==> src/rtl/nn_weight_loader_pkg.sv <==
// nn_weight_loader_pkg
// Shared definitions for the weight loader slice: the loader state
// encoding, the default per-layer geometry of the four-layer network,
// and the widths used for layer indices and neuron/weight counters.
package nn_weight_loader_pkg;

  typedef enum logic [2:0] {
    ST_IDLE,
    ST_LOAD_W,
    ST_LOAD_B,
    ST_NEXT,
    ST_DONE
  } loader_state_t;

  localparam int DEF_DATA_WIDTH = 16;
  localparam int DEF_L1_NN      = 30;
  localparam int DEF_L1_NW      = 784;
  localparam int DEF_L2_NN      = 30;
  localparam int DEF_L2_NW      = 30;
  localparam int DEF_L3_NN      = 10;
  localparam int DEF_L3_NW      = 30;
  localparam int DEF_L4_NN      = 10;
  localparam int DEF_L4_NW      = 10;

  localparam int NUM_LAYERS = 4;
  localparam int LAYER_W    = 3;
  localparam int CNT_W      = 16;

endpackage

==> src/rtl/nn_layer_table.sv <==
// nn_layer_table
// Combinational lookup from a 1-based layer index to that layer's
// neuron count (nn) and weights-per-neuron (nw).
// Ports:
//   layer : layer index, 1..4
//   nn    : neuron count of the selected layer
//   nw    : weights per neuron of the selected layer
module nn_layer_table
  import nn_weight_loader_pkg::*;
#(
  parameter int L1_NN = DEF_L1_NN,
  parameter int L1_NW = DEF_L1_NW,
  parameter int L2_NN = DEF_L2_NN,
  parameter int L2_NW = DEF_L2_NW,
  parameter int L3_NN = DEF_L3_NN,
  parameter int L3_NW = DEF_L3_NW,
  parameter int L4_NN = DEF_L4_NN,
  parameter int L4_NW = DEF_L4_NW
) (
  input  logic [LAYER_W-1:0] layer,
  output logic [CNT_W-1:0]   nn,
  output logic [CNT_W-1:0]   nw
);

  // Out-of-range indices fall back to layer 1; the loader never produces them.
  always_comb begin
    nn = CNT_W'(L1_NN);
    nw = CNT_W'(L1_NW);
    case (layer)
      LAYER_W'(2): begin
        nn = CNT_W'(L2_NN);
        nw = CNT_W'(L2_NW);
      end
      LAYER_W'(3): begin
        nn = CNT_W'(L3_NN);
        nw = CNT_W'(L3_NW);
      end
      LAYER_W'(4): begin
        nn = CNT_W'(L4_NN);
        nw = CNT_W'(L4_NW);
      end
      default: begin
        nn = CNT_W'(L1_NN);
        nw = CNT_W'(L1_NW);
      end
    endcase
  end

endmodule

==> src/rtl/nn_weight_loader.sv <==
// nn_weight_loader
// Streams a flat sequence of configuration words onto the shared layer
// configuration bus: for every neuron of every layer, its weights and then
// its bias, tagged with the layer/neuron being addressed. Inference input is
// gated off until a complete model has been loaded.
// Ports:
//   clk, reset            : clock, synchronous active-high reset
//   start, abort          : begin a load (ignored while busy) / cancel a load
//   cfg_data/valid/ready  : configuration word stream (valid/ready handshake)
//   weight_value/valid    : weight word and one-cycle strobe to the layers
//   bias_value/valid      : bias word and one-cycle strobe to the layers
//   config_layer_num      : layer being loaded, 1..4
//   config_neuron_num     : neuron being loaded, 0-based
//   busy, done            : load in progress / full model loaded (sticky)
//   x_in_valid/data       : inference sample from upstream
//   x_out_valid/data      : gated inference sample (valid only once done)
module nn_weight_loader
  import nn_weight_loader_pkg::*;
#(
  parameter int DATA_WIDTH = DEF_DATA_WIDTH,
  parameter int L1_NN      = DEF_L1_NN,
  parameter int L1_NW      = DEF_L1_NW,
  parameter int L2_NN      = DEF_L2_NN,
  parameter int L2_NW      = DEF_L2_NW,
  parameter int L3_NN      = DEF_L3_NN,
  parameter int L3_NW      = DEF_L3_NW,
  parameter int L4_NN      = DEF_L4_NN,
  parameter int L4_NW      = DEF_L4_NW
) (
  input  logic                  clk,
  input  logic                  reset,
  input  logic                  start,
  input  logic                  abort,
  input  logic [DATA_WIDTH-1:0] cfg_data,
  input  logic                  cfg_valid,
  output logic                  cfg_ready,
  output logic [DATA_WIDTH-1:0] weight_value,
  output logic                  weight_valid,
  output logic [DATA_WIDTH-1:0] bias_value,
  output logic                  bias_valid,
  output logic [CNT_W-1:0]      config_layer_num,
  output logic [CNT_W-1:0]      config_neuron_num,
  output logic                  busy,
  output logic                  done,
  input  logic                  x_in_valid,
  input  logic [DATA_WIDTH-1:0] x_in_data,
  output logic                  x_out_valid,
  output logic [DATA_WIDTH-1:0] x_out_data
);

  loader_state_t    state;
  logic [CNT_W-1:0] wcnt;
  logic [CNT_W-1:0] cur_nn;
  logic [CNT_W-1:0] cur_nw;
  logic             accept;

  nn_layer_table #(
    .L1_NN(L1_NN), .L1_NW(L1_NW),
    .L2_NN(L2_NN), .L2_NW(L2_NW),
    .L3_NN(L3_NN), .L3_NW(L3_NW),
    .L4_NN(L4_NN), .L4_NW(L4_NW)
  ) u_table (
    .layer (config_layer_num[LAYER_W-1:0]),
    .nn    (cur_nn),
    .nw    (cur_nw)
  );

  // Ready is withdrawn during an abort so a word offered in that cycle is
  // not consumed by the producer while the loader throws it away.
  assign cfg_ready   = ((state == ST_LOAD_W) || (state == ST_LOAD_B)) && !abort;
  assign accept      = cfg_valid && cfg_ready;
  assign busy        = (state == ST_LOAD_W) || (state == ST_LOAD_B) || (state == ST_NEXT);
  assign x_out_valid = x_in_valid && done;
  assign x_out_data  = x_in_data;

  // done is raised on leaving the final NEXT so it is visible in the DONE
  // cycle itself; layer/neuron only move at the end of NEXT, which keeps
  // them stable under every weight and bias strobe.
  always_ff @(posedge clk) begin
    if (reset) begin
      state             <= ST_IDLE;
      wcnt              <= '0;
      config_layer_num  <= CNT_W'(1);
      config_neuron_num <= '0;
      weight_value      <= '0;
      weight_valid      <= 1'b0;
      bias_value        <= '0;
      bias_valid        <= 1'b0;
      done              <= 1'b0;
    end else begin
      weight_valid <= 1'b0;
      bias_valid   <= 1'b0;
      if (abort) begin
        state             <= ST_IDLE;
        wcnt              <= '0;
        config_layer_num  <= CNT_W'(1);
        config_neuron_num <= '0;
        done              <= 1'b0;
      end else begin
        case (state)
          ST_IDLE, ST_DONE: begin
            if (start) begin
              state             <= ST_LOAD_W;
              wcnt              <= '0;
              config_layer_num  <= CNT_W'(1);
              config_neuron_num <= '0;
              done              <= 1'b0;
            end else begin
              state <= ST_IDLE;
            end
          end
          ST_LOAD_W: begin
            if (accept) begin
              weight_value <= cfg_data;
              weight_valid <= 1'b1;
              if (wcnt == cur_nw - CNT_W'(1)) begin
                wcnt  <= '0;
                state <= ST_LOAD_B;
              end else begin
                wcnt <= wcnt + CNT_W'(1);
              end
            end
          end
          ST_LOAD_B: begin
            if (accept) begin
              bias_value <= cfg_data;
              bias_valid <= 1'b1;
              state      <= ST_NEXT;
            end
          end
          ST_NEXT: begin
            if (config_neuron_num < cur_nn - CNT_W'(1)) begin
              config_neuron_num <= config_neuron_num + CNT_W'(1);
              state             <= ST_LOAD_W;
            end else if (config_layer_num < CNT_W'(NUM_LAYERS)) begin
              config_layer_num  <= config_layer_num + CNT_W'(1);
              config_neuron_num <= '0;
              state             <= ST_LOAD_W;
            end else begin
              done  <= 1'b1;
              state <= ST_DONE;
            end
          end
          default: state <= ST_IDLE;
        endcase
      end
    end
  end

endmodule

==> config.mk <==
export PLATFORM = sky130hd
export DESIGN_NAME = nn_weight_loader
export DESIGN_NICKNAME = d
export VERILOG_FILES = /design/src/rtl/nn_weight_loader_pkg.sv /design/src/rtl/nn_layer_table.sv /design/src/rtl/nn_weight_loader.sv
export SDC_FILE = /design/constraint.sdc
export NUM_CORES = 1
export LEC_CHECK = 0
export BUFFER_PORTS_ARGS = -buffer_cell sky130_fd_sc_hd__clkbuf_2
export CORE_MARGIN = 5
export CORE_UTILIZATION = 58
export DETAILED_ROUTE_END_ITERATION = 16
export PLACE_DENSITY = 0.86
export SYNTH_ARGS = -nofsm -noshare
export SYNTH_HDL_FRONTEND = slang
export SYNTH_HIERARCHICAL = 1
export SYNTH_SLANG_ARGS = --single-unit
==> constraint.sdc <==
create_clock -name clk -period 6 [get_ports clk]
set_clock_uncertainty 0.2 [all_clocks]
set_input_delay 0.6 -clock clk [delete_from_list [all_inputs] [get_ports clk]]
set_output_delay 0.6 -clock clk [all_outputs]
set_load 0.01 [all_outputs]
==> flow_summary.toml, run 1 <==
[grt]
track_usage_pct = 21.7
grt_first_pass_wirelength_mm = 20.2
grt_max_degree = 36
antenna_found_initial = 0
gr-total-overflow = 0
grt_pass1_vias = 4393

[critical_path]
arrival_ns = 4.03
cpMostUsedCell = "a21oi_1"
crit-reg2reg-launch = "config_layer_num[2]"
slowest_stage = "a2111oi_0"
cp_slowest_stage_delay_ns = 1.00
crit_fanout = 10
worstReg2RegEnd = "config_neuron_num[14]"
crit_type = "flop to flop"
endpoint_kind = "flop"
start_kind = "flop"
r2r_cells = 11
crit_required_ns = 6.07
crit_chain = "nor2b_4 -> a21oi_1 -> xnor2_1 -> ha_1 -> a21oi_1 -> a21oi_1 -> o211ai_1 -> o2111ai_1 -> a2111oi_0 -> a2bb2oi_1 -> o21ai_0"
r2r_slack_ns = 2.04

[layout]
seq_area_um2 = 1720
multi_input_area_um2 = 2950
fillers = 748
antenna_cells = 0
syn2layout_area_growth_pct = 8.11
drive_gt1_share_pct = 17.5
fin_nets = 756
fin_util_pct = 63.8

[route]
ant_nets = 0
drt_wl_total_mm = 12.0
first_iter_violations = 287
vias = 4629
drcViolationCount = 0
drt-pass1-iter-count = 5
via_per_inst = 5.71
wire_per_inst_um = 14.8

[yosys]
synth-async-reset-ratio_pct = 0
synth-seq-area-share_pct = 33.6
synth_cell_types = 58
ys_ff_latch = 86
netlist_area_um2 = 5120
synth_cells = 644
syn_avg_cell_area_um2 = 7.95
ys_warn_count = 6
synth_edf_count = 0
yosys_most_used_dff = "dfxtp_1"

[sta]
finalMaxSlewViolations = 0
relSlewSlack_pct = 32.9
tightestPinTransition_ns = 1.00
final-setup-viol-count = 0
setup_tns_ns = 0
max_freq_mhz = 252
rsz0062_at_grt = "no"
final-hold-violation-count = 0
min_period_ns = 3.96
period_share_pct = 66.1
holdWs_ns = 0.247

[placement]
port_buffers = 91
hpwlAfterDp_mm = 9.05
gp_congestion = 0.903

[die]
ios = 124
core_area_um2 = 8680
die_area_um2 = 10800
fp.dieH_um = 104
rows = 34
die_x_um = 104
initial_core_util_pct = 59.0

[power]
p_int_mw = 0.763
switching_share_pct = 28.3
p_switching_mw = 0.301
power_leakage_nw = 2.14
p_per_area_nw_per_um2 = 192
p_seq_share_pct = 54.2
clockPowerShare_pct = 38.7
combinationalPowerShare_pct = 7.1
irDropWorstVdd_mv = 0.139

[cts]
post_cts_resized = 0
htreeDepth = 3
cts_hold_buffers = 0
cts_tree = "built"
cts.clk_slew.worst_paths_ns = 0.10
cts-buffers-inserted = 9
cts_root_buffer = "clkbuf_8"
cts_num_sinks = 86
post-cts-setup-buffer-count = 0
clk_latency_ns = 0.37
cts_buffer_depth = 2

[flow_run]
maxCapViolCount = 0

[hold_path]
hold_path.startpoint = "cfg_data[13]"
hold_depth = 3
hold_class = "primary input to flop"
hold_end = "bias_value[13]"

[run_status]
status = "completed"
area by class of cell:
| class | instances | share of cell area [%] |
|---|---|---|
| inverters | 17 | 1.15 |
| clock buffers | 9 | 2.24 |
| flip-flops and latches | 86 | 31.1 |
| multi-input cells | 492 | 53.3 |
| well taps | 108 | 2.44 |
| repair buffers | 92 | 8.36 |
| clock inverters | 7 | 1.36 |
worst max-delay path by stage:
stage	from	endpoint	slack, ns	cells past startpoint
after CTS	config_layer_num[1]	config_neuron_num[14]	2.06	11
after floorplan	config_layer_num[1]	config_neuron_num[14]	2.58	12
final	config_layer_num[2]	config_neuron_num[14]	2.04	11
after global routing	config_layer_num[2]	config_neuron_num[12]	1.59	11
after global placement	config_layer_num[1]	config_neuron_num[14]	2.25	11
after detailed placement	config_layer_num[1]	config_neuron_num[14]	2.05	11
cell families (layout without fill, tap and decap cells):
logic type / after synthesis / in the layout / share of synthesized area (%)
xor gates and xnor gates: 54 / 54 / 9.24
AOI/OAI and AO/OA: 112 / 112 / 13.0
other: 2 / 24 / 0.147
adders and majority gates: 20 / 20 / 4.89
buffers and inverters: 88 / 125 / 10.5
and+or+nand+nor: 281 / 281 / 28.4
DFF: 86 / 86 / 33.6
muxes: 1 / 1 / 0.220
cells in the final DEF (no fill, tap or decap), types with 8 or more instances in the layout:
master	count
xnor2_1	34
clkbuf_2	91
nor4_1	8
conb_1	24
ha_1	20
nand2_1	96
nor3_1	24
dfxtp_1	86
a21oi_1	64
nor2_1	44
clkbuf_8	9
inv_1	17
xor2_1	20
nand3_1	21
o21ai_0	10
nand4_1	17
and3_1	18
worst max-delay path, delay by kind of cell, from the launching register on:
kind | cells | cell delay (ns)
compound gates | 8 | 2.64
xor+xnor | 1 | 0.15
fa+ha+maj | 1 | 0.31
flops | 1 | 0.47
simple gates | 1 | 0.10
sequential cells by signal (all words and copies together) (netlist names):
name               flops
bias_value            16
config_layer_num      16
config_neuron_num     16
wcnt                  16
weight_value          16
state                  3
bias_valid             1
done                   1
weight_valid           1
metal layers:
layer / share of wire (%) / global-route usage, % / vias to the layer above
li1: - / - / 2304
met1: 42 / 25.2 / 2152
met2: 51 / 38.8 / 139
met3: 4.9 / 3.72 / 34
met4: 2.5 / 9.25 / 0
met5: 0 / 0 / -
synth_stat cells (all sizes together), types with 5 or more instances:
library cell,instances,share of area (%)
a211oi,6,0.88
nor3,25,2.4
xor2,20,3.4
buf,50,7.3
nand3,21,2.1
nor2b,5,0.76
or3,7,0.90
and3,18,2.2
inv,17,1.2
o21ai,11,1.1
nor2,44,3.2
and4,6,1.0
nand4,17,2.1
nand3b,5,0.73
a21oi,64,6.3
nor4,9,1.2
ha,20,4.9
clkbuf,19,1.4
o21a,5,0.73
or4,6,0.88
nand2,96,7.0
o211ai,7,1.0
dfxtp,86,34
xnor2,34,5.8
power by group through the flow:
stage / Clock [mW] / Sequential (mW) / Combinational, mW
after floorplan: 0 / 0.589 / 0.0757
after global placement: 0 / 0.589 / 0.0690
after detailed placement: 0 / 0.590 / 0.0715
after CTS: 0.419 / 0.576 / 0.0719
after global routing: 0.439 / 0.577 / 0.0840
final: 0.412 / 0.576 / 0.0755
per-stage QoR:
stage | cell area, µm² | instances | setup slack (ns) | power (mW)
global placement | 5340 | 795 | 2.25 | 0.658
floorplan | 5200 | 666 | 2.58 | 0.665
detailed placement | 5340 | 795 | 2.05 | 0.661
global route | 5540 | 811 | 1.59 | 1.10
finish | 5540 | 811 | 2.04 | 1.06
CTS | 5540 | 811 | 2.06 | 1.07
(Power assumes the default switching activity.)
==> inputs of run 2 (changes only) <==
--- a/config.mk
+++ b/config.mk
@@ -7,9 +7,9 @@
 export LEC_CHECK = 0
 export BUFFER_PORTS_ARGS = -buffer_cell sky130_fd_sc_hd__clkbuf_2
 export CORE_MARGIN = 5
-export CORE_UTILIZATION = 58
+export CORE_UTILIZATION = 54
 export DETAILED_ROUTE_END_ITERATION = 16
-export PLACE_DENSITY = 0.86
+export PLACE_DENSITY = 0.8
 export SYNTH_ARGS = -nofsm -noshare
 export SYNTH_HDL_FRONTEND = slang
 export SYNTH_HIERARCHICAL = 1
==> constraint.sdc (replaced) <==
create_clock -name clk -period 3.7 [get_ports clk]
set_clock_uncertainty 0.2 [all_clocks]
set_input_delay 0.37 -clock clk [delete_from_list [all_inputs] [get_ports clk]]
set_output_delay 0.37 -clock clk [all_outputs]
set_load 0.01 [all_outputs]
==> run 2 against run 1 <==
  * Sequential share of layout area is 0.68 points lower
  * Critical path depth is 1 higher
  * Fmax is 12% higher
  * Clock power is 62% higher
  * Largest cell class unchanged
  * Via count is 1.0% lower
  * First-iteration DRC count is 5.2% lower
  * Global-route usage is 1.1 points lower
  * Count of clock-buffer cells in the layout stayed put
  * Die area is 6.7% higher
==> flow_summary.toml, run 2 (synthesis results as in run 1) <==
[route]
via_per_inst = 5.44
drt-pass1-iter-count = 5
drcViolationCount = 0
vias = 4582
drt_wl_total_mm = 11.9
ant_nets = 0
wire_per_inst_um = 14.1
first_iter_violations = 272

[layout]
mostFrequentLayoutCells = "nand2_1 (96), clkbuf_2 (91), dfxtp_1 (85)"
final_cells = 843
fin_nets = 767
fin_util_pct = 61.3
fillers = 811
antenna_cells = 0
drive_gt1_share_pct = 19.2
syn2layout_area_growth_pct = 10.6
final_common_cell = "nand2_1"

[sta]
final-hold-violation-count = 0
finalMaxSlewViolations = 0
tightestPinTransition_ns = 0.978
final-setup-viol-count = 0
setup_slack_ns = 0.159
setup_tns_ns = 0
period_share_pct = 95.7
holdWs_ns = 0.0178
max_freq_mhz = 282
min_period_ns = 3.54
relSlewSlack_pct = 34.5
rsz0062_at_grt = "no"

[cts]
htreeDepth = 3
cts_root_buffer = "clkbuf_8"
cts_num_sinks = 86
cts_tree = "built"
cts_buffer_depth = 2
cts-buffers-inserted = 9
cts.clk_slew.worst_paths_ns = 0.11
clk_latency_ns = 0.37

[placement]
hpwlAfterDp_mm = 8.96
gp_congestion = 0.877
port_buffers = 91
dp.cells = 826
dp_worst_setup_slack_ns = 0.0695

[die]
ios = 124
rows = 35
core_area_um2 = 9240
initial_core_util_pct = 55.4
die_area_um2 = 11500
die_x_um = 107
fp.dieH_um = 107

[grt]
grt_pass1_vias = 4442
gr-total-overflow = 0
grt_first_pass_wirelength_mm = 19.8
antenna_found_initial = 0
track_usage_pct = 20.6
grt_max_degree = 36

[critical_path]
arrival_ns = 3.56
endpoint_kind = "flop"
crit_required_ns = 3.72
start_kind = "flop"
crit_fanout = 13
crit_type = "flop to flop"

[power]
irDropWorstVdd_mv = 0.234
power_leakage_nw = 2.20
p_per_area_nw_per_um2 = 305

[run_status]
status = "completed"

[flow_run]
maxCapViolCount = 0

[hold_path]
hold_class = "primary input to flop"
==> run 2: changes by cell type in the layout (fill, tap and decap cells not counted), sizes merged <==
cell         delta
buf            +10
dlygate4sd3     +1
==> run 2: per-stage QoR <==
| step | power (mW) | instance area [µm²] |
|---|---|---|
| 2_1_floorplan | 1.08 | 5200 |
| 3_3_place_gp | 1.07 | 5440 |
| 3_5_place_dp | 1.08 | 5440 |
| 4_1_cts | 1.74 | 5640 |
| 5_1_grt | 1.80 | 5660 |
| 6_report | 1.73 | 5660 |
==> run 2: worst paths after layout <==
check	from	cells past startpoint	to	slack [ns]
setup / recovery	config_layer_num[1]	12	wcnt[6]	0.16
hold / removal	cfg_data[8]	3	bias_value[8]	0.02
setup reg to reg	config_layer_num[1]	12	wcnt[6]	0.16
hold reg to reg	weight_value[5]	2	weight_value[5]	0.26
==> run 2: area by class of cell <==
type / count / area [µm²] / share of cell area, %
clock buffer: 9 / 124 / 2.19
clock inverter: 7 / 75.1 / 1.33
sequential: 86 / 1720 / 30.4
tap: 129 / 161 / 2.85
multi-input combinational: 492 / 2970 / 52.4
timing repair buffer: 103 / 548 / 9.68
inverter: 17 / 63.8 / 1.13
==> run 2: what timing repair did <==
action                                  CTS  global route
hold buffers                              0             1
resized for setup                         0             4
endpoints found under the setup margin    0            30
buffers inserted                          0             0
hold endpoints to repair                  0             1
==> run 2: worst max-delay path, cell delays in order, from the launching register on <==
cell     delay, ns
dfxtp_1       0.39
nor2b_4       0.19
or2_1         0.34
inv_1         0.10
ha_1          0.23
or4b_4        0.54
nor4_2        0.30
xnor2_1       0.12
nor3b_1       0.27
nand4_1       0.19
nor4b_4       0.24
buf_4         0.23
nor3_1        0.07
==> run 2: power by group <==
part | total, mW | internal (mW) | switching (mW)
Combinational | 0.127 | 0.0462 | 0.0806
Clock | 0.668 | 0.266 | 0.401
Sequential | 0.934 | 0.929 | 0.00456
Total | 1.73 | 1.24 | 0.487
==> run 2: metal layers <==
layer	up-vias	global-route usage [%]	part of all wire, %
li1	2327	-	-
met1	2155	23.0	42
met2	82	39.0	53
met3	18	3.84	3.6
met4	0	6.49	1.5
met5	-	0	0
